--- src/rtl/ps2_pkg.sv ---
// Shared PS/2 receiver types, prefix constants and the key codes used by the adjust counters.
package ps2_pkg;

    typedef enum logic [1:0] {
        ST_IDLE,
        ST_DATA,
        ST_PARITY,
        ST_STOP
    } ps2_state_t;

    localparam logic [7:0] SC_BREAK = 8'hF0;
    localparam logic [7:0] SC_EXT   = 8'hE0;
    localparam logic [7:0] SC_UP    = 8'h75;
    localparam logic [7:0] SC_DOWN  = 8'h72;
    localparam logic [7:0] SC_INC   = 8'h73;
    localparam logic [7:0] SC_SEL   = 8'h6C;

    // Eight data bits plus the parity bit must contain an odd number of ones.
    function automatic logic odd_parity_ok(input logic [7:0] data, input logic par);
        return ^{data, par};
    endfunction

endpackage

--- src/rtl/ps2_line_filter.sv ---
// Synchronises both PS/2 lines, debounces the clock and flags its filtered falling edge.
module ps2_line_filter #(
    parameter int unsigned FILTER_LEN = 8
) (
    input  logic clk,
    input  logic rst,
    input  logic ps2_clk,
    input  logic ps2_data,
    output logic fall,
    output logic data_s
);

    logic [1:0]            clk_sync;
    logic [1:0]            dat_sync;
    logic [FILTER_LEN-1:0] hist;
    logic [FILTER_LEN-1:0] hist_n;
    logic                  filt;

    assign hist_n = {hist[FILTER_LEN-2:0], clk_sync[1]};
    assign data_s = dat_sync[1];

    // Filtered clock only moves once the whole history agrees on a level.
    always_ff @(posedge clk) begin
        if (rst) begin
            clk_sync <= '1;
            dat_sync <= '1;
            hist     <= '1;
            filt     <= 1'b1;
            fall     <= 1'b0;
        end else begin
            clk_sync <= {clk_sync[0], ps2_clk};
            dat_sync <= {dat_sync[0], ps2_data};
            hist     <= hist_n;
            fall     <= filt && (hist_n == '0);
            if (hist_n == '0) begin
                filt <= 1'b0;
            end else if (hist_n == '1) begin
                filt <= 1'b1;
            end
        end
    end

endmodule

--- src/rtl/ps2_scancode_rx.sv ---
// PS/2 frame receiver: deserialises, checks frames, strips F0/E0 prefixes and strobes make codes.
module ps2_scancode_rx
    import ps2_pkg::*;
#(
    parameter int unsigned FILTER_LEN = 8,
    parameter int unsigned TIMEOUT    = 10000
) (
    input  logic       clk,
    input  logic       rst,
    input  logic       ps2_clk,
    input  logic       ps2_data,
    output logic [7:0] scan_code,
    output logic       got_data,
    output logic       extended,
    output logic       frame_err
);

    localparam int unsigned WD_W = $clog2(TIMEOUT + 1);

    logic fall;
    logic data_s;

    ps2_line_filter #(.FILTER_LEN(FILTER_LEN)) u_filter (
        .clk      (clk),
        .rst      (rst),
        .ps2_clk  (ps2_clk),
        .ps2_data (ps2_data),
        .fall     (fall),
        .data_s   (data_s)
    );

    ps2_state_t      state, state_n;
    logic [2:0]      bit_cnt, bit_cnt_n;
    logic [7:0]      shreg, shreg_n;
    logic            par_ok, par_ok_n;
    logic [WD_W-1:0] wd_cnt, wd_cnt_n;
    logic            brk_pend, brk_pend_n;
    logic            ext_pend, ext_pend_n;
    logic [7:0]      scan_code_n;
    logic            extended_n;
    logic            got_data_n;
    logic            frame_err_n;
    logic            byte_done;

    always_ff @(posedge clk) begin
        if (rst) begin
            state     <= ST_IDLE;
            bit_cnt   <= '0;
            shreg     <= '0;
            par_ok    <= 1'b0;
            wd_cnt    <= '0;
            brk_pend  <= 1'b0;
            ext_pend  <= 1'b0;
            scan_code <= '0;
            extended  <= 1'b0;
            got_data  <= 1'b0;
            frame_err <= 1'b0;
        end else begin
            state     <= state_n;
            bit_cnt   <= bit_cnt_n;
            shreg     <= shreg_n;
            par_ok    <= par_ok_n;
            wd_cnt    <= wd_cnt_n;
            brk_pend  <= brk_pend_n;
            ext_pend  <= ext_pend_n;
            scan_code <= scan_code_n;
            extended  <= extended_n;
            got_data  <= got_data_n;
            frame_err <= frame_err_n;
        end
    end

    always_comb begin
        state_n     = state;
        bit_cnt_n   = bit_cnt;
        shreg_n     = shreg;
        par_ok_n    = par_ok;
        wd_cnt_n    = '0;
        brk_pend_n  = brk_pend;
        ext_pend_n  = ext_pend;
        scan_code_n = scan_code;
        extended_n  = extended;
        got_data_n  = 1'b0;
        frame_err_n = 1'b0;
        byte_done   = 1'b0;

        // Watchdog: a sample event always wins over an expiring count.
        if (state != ST_IDLE && !fall) begin
            if (wd_cnt == WD_W'(TIMEOUT - 1)) begin
                frame_err_n = 1'b1;
                state_n     = ST_IDLE;
                brk_pend_n  = 1'b0;
                ext_pend_n  = 1'b0;
            end else begin
                wd_cnt_n = wd_cnt + WD_W'(1);
            end
        end

        if (fall) begin
            unique case (state)
                ST_IDLE: begin
                    if (!data_s) begin
                        state_n   = ST_DATA;
                        bit_cnt_n = '0;
                    end
                end
                ST_DATA: begin
                    shreg_n   = {data_s, shreg[7:1]};
                    bit_cnt_n = bit_cnt + 3'd1;
                    if (bit_cnt == 3'd7) begin
                        state_n = ST_PARITY;
                    end
                end
                ST_PARITY: begin
                    par_ok_n = odd_parity_ok(shreg, data_s);
                    state_n  = ST_STOP;
                end
                ST_STOP: begin
                    if (data_s && par_ok) begin
                        byte_done = 1'b1;
                    end else begin
                        frame_err_n = 1'b1;
                        brk_pend_n  = 1'b0;
                        ext_pend_n  = 1'b0;
                    end
                    state_n = ST_IDLE;
                end
                default: state_n = ST_IDLE;
            endcase
        end

        // Prefix handling: only an unbroken make code reaches the outputs.
        if (byte_done) begin
            if (shreg == SC_BREAK) begin
                brk_pend_n = 1'b1;
            end else if (shreg == SC_EXT) begin
                ext_pend_n = 1'b1;
            end else begin
                if (!brk_pend) begin
                    scan_code_n = shreg;
                    extended_n  = ext_pend;
                    got_data_n  = 1'b1;
                end
                brk_pend_n = 1'b0;
                ext_pend_n = 1'b0;
            end
        end
    end

endmodule

--- config.mk ---
export PLATFORM = sky130hd
export DESIGN_NAME = ps2_scancode_rx
export DESIGN_NICKNAME = d
export VERILOG_FILES = /design/src/rtl/ps2_pkg.sv /design/src/rtl/ps2_line_filter.sv /design/src/rtl/ps2_scancode_rx.sv
export SDC_FILE = /design/constraint.sdc
export NUM_CORES = 1
export LEC_CHECK = 0
export BUFFER_PORTS_ARGS = -buffer_cell sky130_fd_sc_hd__buf_4
export CORE_MARGIN = 4
export CORE_UTILIZATION = 30
export CTS_CLUSTER_SIZE = 25
export DETAILED_ROUTE_END_ITERATION = 8
export PLACE_DENSITY_LB_ADDON = 0.3
export SKIP_CTS_REPAIR_TIMING = 1
export SLEW_MARGIN = 20
export SYNTH_ARGS = -nofsm -noshare
export SYNTH_HDL_FRONTEND = slang
export SYNTH_SLANG_ARGS = --single-unit
--- constraint.sdc ---
create_clock -name clk -period 2.8 [get_ports clk]
set_input_delay 0.14 -clock clk [delete_from_list [all_inputs] [get_ports clk]]
set_output_delay 0.14 -clock clk [all_outputs]
set_load 0.02 [all_outputs]
* After elaboration in Yosys (flattened, before gate mapping)
Cells that the tools add are included.
** Word-level totals
- Word-level logic and storage cells :: 83
- Memory bits (writable) :: 0
- Output and inout port bits :: 11
- Memory bits (read-only) :: 0
- Register bits :: 54
- Bits in latches :: 0
- Bits of input ports :: 4
- Memories kept :: 0
** Operators by class
- Bitwise logic cells :: 5
- Shift operators :: 0
- Reduce and logical (&&, ||, !) cells :: 16
- Add/subtract/negate cells :: 2
- Equal/unequal tests :: 9
- Order comparisons :: 0
- Muxes and demuxes :: 35
- $mul :: 0
- Div/mod/pow operators :: 0
** Operators by type and width (number)
- $mux 1 :: 27
- $eq 8x8->1 const B :: 3
- $add 14x1->14 const B :: 1
- $eq 14x14->1 const B :: 1
- $mux 2 :: 5
- $reduce_xor 9->1 :: 1
- $logic_not 8->1 :: 1
- $pmux 2 s4 :: 1
- $pmux 3 s2 :: 1
- $reduce_bool 2->1 :: 3
- $not 1->1 :: 5
- $eq 2x2->1 const B :: 2
- $reduce_and 2->1 :: 2
- $reduce_and 4->1 :: 1
- $reduce_or 4->1 :: 1
- $add 3x1->3 const B :: 1
- $eq 3x3->1 const B :: 1
- $logic_and 1x1->1 :: 3
- $mux 3 :: 1
- $reduce_and 3->1 :: 1
- $reduce_or 3->1 :: 1
- $eq 2x1->1 const B :: 1
- $logic_not 2->1 :: 1
- $ne 2x2->1 const B :: 1
- $logic_not 1->1 :: 1

* Longest topological paths before layout
- Depth in word-level cells :: 9
- Mapped depth :: 6
- Depth with buffers taken out :: 6

* Cells and area by module
From an unflattened synthesis, not the netlist that was laid out.
** Unflattened totals
- Cell total of the unflattened synthesis :: 238
- Area, all modules :: 2240.9 sq um
** By module, submodules not included
- ps2_scancode_rx :: seq. area each 820.8 sq um, cells each 205, instances 1, area each 1839.3 sq um
- ps2_line_filter :: seq. area each 260.2 sq um, cells each 33, instances 1, area each 401.6 sq um

* Worst setup path before layout
OpenSTA, ideal clock, no wires.
- Kind :: flip-flop to flip-flop
- From :: register wd_cnt[0]
- To :: register wd_cnt[12]
- Slack :: 1405 ps
- Cell stages (with the launch flop) :: 7
- Library setup time :: 115 ps
- Arrival time :: 1280 ps
- Period minus slack after synthesis :: 1395 ps
- Cells stage by stage :: dfxtp_1 -> ha_1 -> and3_1 -> nand4_1 -> nand2_2 -> buf_6 -> nor2_1
** Between the ends
- Longest elaborated chain between the ends :: 2
- Elaborated cells between the ends (all ways) :: 3
- Classes of those cells :: add/sub (1); eq/ne (1); reduce/logical (1)
** RTL lines
- start, declared :: line ps2_scancode_rx.sv:36 : logic [WD_W-1:0] wd_cnt, wd_cnt_n;
- start signal, assigned :: line ps2_scancode_rx.sv:63 : wd_cnt <= wd_cnt_n;
- parallel branches: the longest is 2 deep, another holds $add 14x1->14
Parallel ways; which one is timed is not known.
A chain may end at the register's enable or synchronous reset.

* Worst setup path in the final report
- From :: register state[1]
- To :: register scan_code[0]
** Between the ends
- Longest elaborated chain between the ends :: 4
** RTL lines
- start, declared :: line ps2_scancode_rx.sv:32 : ps2_state_t state, state_n;
- start signal, assigned :: line ps2_scancode_rx.sv:59 : state <= state_n;
- $eq 2x2->1 :: line ps2_scancode_rx.sv:100 : unique case (state)
- $mux 1 :: line ps2_scancode_rx.sv:100
- $mux 1 :: line ps2_scancode_rx.sv:99 : if (fall) begin
- $reduce_and 4->1 (no source line)
- end signal, assigned :: line ps2_scancode_rx.sv:66 : scan_code <= scan_code_n;
- end, declared :: line ps2_scancode_rx.sv:12 : output logic [7:0] scan_code,
No other way between the ends.

==> results.md <==
* Status: finished clean
* Multiplexer share of the synthesized area at 0.00897
* Met1 Wirelength at 2020 microns
* Starting Density at 0.308
* Max Used Layer: met4
* # rows at 31
* Combinational power share at 0.014
* Die ar. at 8880 sq um
* Largest family of logic cells by synthesized area: simple AND/OR/NAND/NOR gates
* Number of remaining DRC errors at 0
* Switching power at 255 uW
* Met2 routed WL at 1770 microns
* Internal power at 1050 uW
* Minimum clock period at 1640 ps
* Leading cell type in the layout, fill and taps excluded: dfxtp_1
* Nets at around 260
* WL met3 at 117 microns
* Total clock sinks at 54
* Commonest non-fill, non-tap cells in the layout: dfxtp_1, nand2_1, nor2_1
* Worst hold path type: primary input to flop
* Syn nets at 251
* Yosys warns at 0
* Flop pwr share at 0.594
* Post-Synthesis Cell Area at 2230 sq um
* CTS H-tree depth at 2
* Startpoint Class: flop
* Total vias in the final route at 1639
* Worst slew margin at 0.658
* PortBufs at 14
* Die height at 94.3 microns
* TritonCTS clock tree: done
* Synth Area in Compound Gates at 0.116
* Critical Path RT at 2990 ps
* Root Buffer: clkbuf_8
* Vias per cell at 4.60
* Syn Area/Cell at 9.15 sq um
* GPL Wtd Cong at 0.725
* Crit Path Class: flop to flop
* Maximum vdd drop at 0.000260 V
* Adder-cell share of the synthesized area at 0.0168
* Sw Share at 0.196
* Simple-gate share of the synthesized area at 0.264
* Crit path max fanout at 10
* CTS max path bufs at 2
* Leak Pwr at 0.000835 uW
* Total Routing Usage GR at 0.0956
* Power per Cell Area at 518 nW/um^2
* Yosys reg bits at 54
* RSZ-0062 raised after global routing: false
* Die X at about 94 microns
* Worst path arrival time at 1830 ps
* Area growth syn-to-layout at 12.7%
* Num CTS Buffers at 5
* Tcrit/Tclk final at 0.586
* Clock-pin slew on the worst setup and hold paths at 90 ps
* Placeable Area at 7250 sq um
* DR iter-0 viols at 34
* Clk_lat worst skew at 300 ps
* Initial antenna violation count at 0
* Setup TNS at 0 ps
* Max Clock Skew at ~6.2 ps
* Detailed Place HPWL at 2710 microns
* Top Ports at 15
* Worst-Margin Slew at between 500 and 600 ps
* Max Slew Vio Count at 0
* # setup viols final at 0
* Pin count of the biggest net entering global routing at 41
* First-pass GRT wire length at 6820 microns
* Distinct cells, synth at 43
* Gate Count Post-Synth at between 200 and 250
* Clk pwr share at 0.392
* Initial DRT Pass Iterations at 4
* N_diodes at 0
* Register area share after synthesis at 0.484
* Design Power at 1300 uW
* Final ANT Viol Nets at 0
* Vias in the first global route at 1510
* Max Cap Violations at 0
* Hold Fails Final Rpt at 0
* Share of cells above drive strength 1 at 0.171
* Final wirelength at slightly below 4000 microns
* Grt ovf at 0
* Synth Area in XOR/XNOR at 0.0768
* Max frequency at slightly above 600 MHz
* Worst setup EP type: flop
* WL per Instance at 11.2 microns
==> logic make-up (layout without fill, tap and decap cells) <==
| group | Yosys count | in the layout |
|---|---|---|
| multiplexers | 2 | 2 |
| XOR/XNOR | 18 | 18 |
| buffers and inverters | 13 | 26 |
| adder cells (fa/ha/maj) | 3 | 3 |
| AO/OA/AOI/OAI | 41 | 41 |
| flip-flops | 54 | 54 |
| AND/OR/NAND/NOR | 113 | 113 |
==> final timing paths <==
kind | from | end | slack, ps | cells after the start
max | state[1] | scan_code[0] | 1160 | 4
min reg2reg | u_filter.clk_sync[0] | u_filter.clk_sync[1] | 410 | 1
max reg2reg | state[1] | scan_code[0] | 1160 | 4
min | ps2_data | u_filter.dat_sync[0] | 20 | 2
==> layer usage <==
| layer | vias up | global-route usage |
|---|---|---|
| met5 | - | 0 |
| met2 | 13 | 0.150 |
| met1 | 758 | 0.124 |
| met4 | 0 | 0.0361 |
| met3 | 6 | 0.0272 |
| li1 | 862 | - |
==> final cells by class <==
cell class,count,area (sq um)
timing repair buffer,15,115
tap,99,124
clock buffer,7,76.3
multi-input combinational,177,1080
inverter,3,11.3
sequential,54,1080
fill,756,4740
clock inverter,1,30.0
==> worst max-delay path: stages (launching register included) <==
cell,delay (ps)
dfxtp_1,500
nand3_2,180
or3_1,560
o21ai_1,210
a21oi_1,80
==> cell usage after synthesis (all sizes together) <==
cell type  count  area share
nand3         10       0.025
nand2b         1      0.0028
nor4           3       0.014
inv            3      0.0050
and3           2      0.0056
and2           1      0.0028
o31a           1      0.0039
and4           1      0.0039
o211ai         3       0.010
nand4          7       0.020
o21ai         10       0.034
or2           11       0.031
nor2          27       0.045
a21oi         21       0.047
o21bai         1      0.0034
mux2i          2      0.0090
nor4b          1      0.0039
nor2b          1      0.0028
xnor2         13       0.051
ha             3       0.017
or3            2      0.0056
xor2           4       0.016
xnor3          1       0.010
nand2         30       0.052
clkbuf         4      0.0067
o21a           1      0.0034
o311ai         1      0.0039
buf            6       0.021
nor3           8       0.020
nor3b          1      0.0056
and4b          1      0.0045
nand3b         6       0.020
dfxtp         54        0.48
a21o           1      0.0034
a22oi          2      0.0067
==> state kept, by name, indices dropped and copies added (netlist names) <==
signal and cells:
u_filter.filt 1, brk_pend 1, ext_pend 1, state 2, u_filter.dat_sync 2, scan_code 8
got_data 1, u_filter.clk_sync 2, wd_cnt 14, u_filter.hist 7, frame_err 1, extended 1
par_ok 1, u_filter.fall 1, shreg 8, bit_cnt 3
==> per-stage QoR <==
stage               hold slack, ps  cell area, sq um  setup WS, ps   util  instances
floorplan                      244              2230          1410      -        244
global placement               329              2400          1170  0.331        347
detailed placement             328              2400          1190  0.331        347
CTS                          -1.37              2500          1150  0.345        355
global route                  7.32              2510           979  0.347        356
finish                        18.2              2510          1160  0.347        356
==> power groups by stage <==
stage	Sequential (uW)	Clock, uW	Combinational, uW
6_report	773	510	18.8
4_1_cts	773	532	18.2
2_1_floorplan	790	0	12.4
3_3_place_gp	791	0	18.3
3_5_place_dp	791	0	18.2
5_1_grt	774	560	21.4
(Power assumes the default switching activity.)
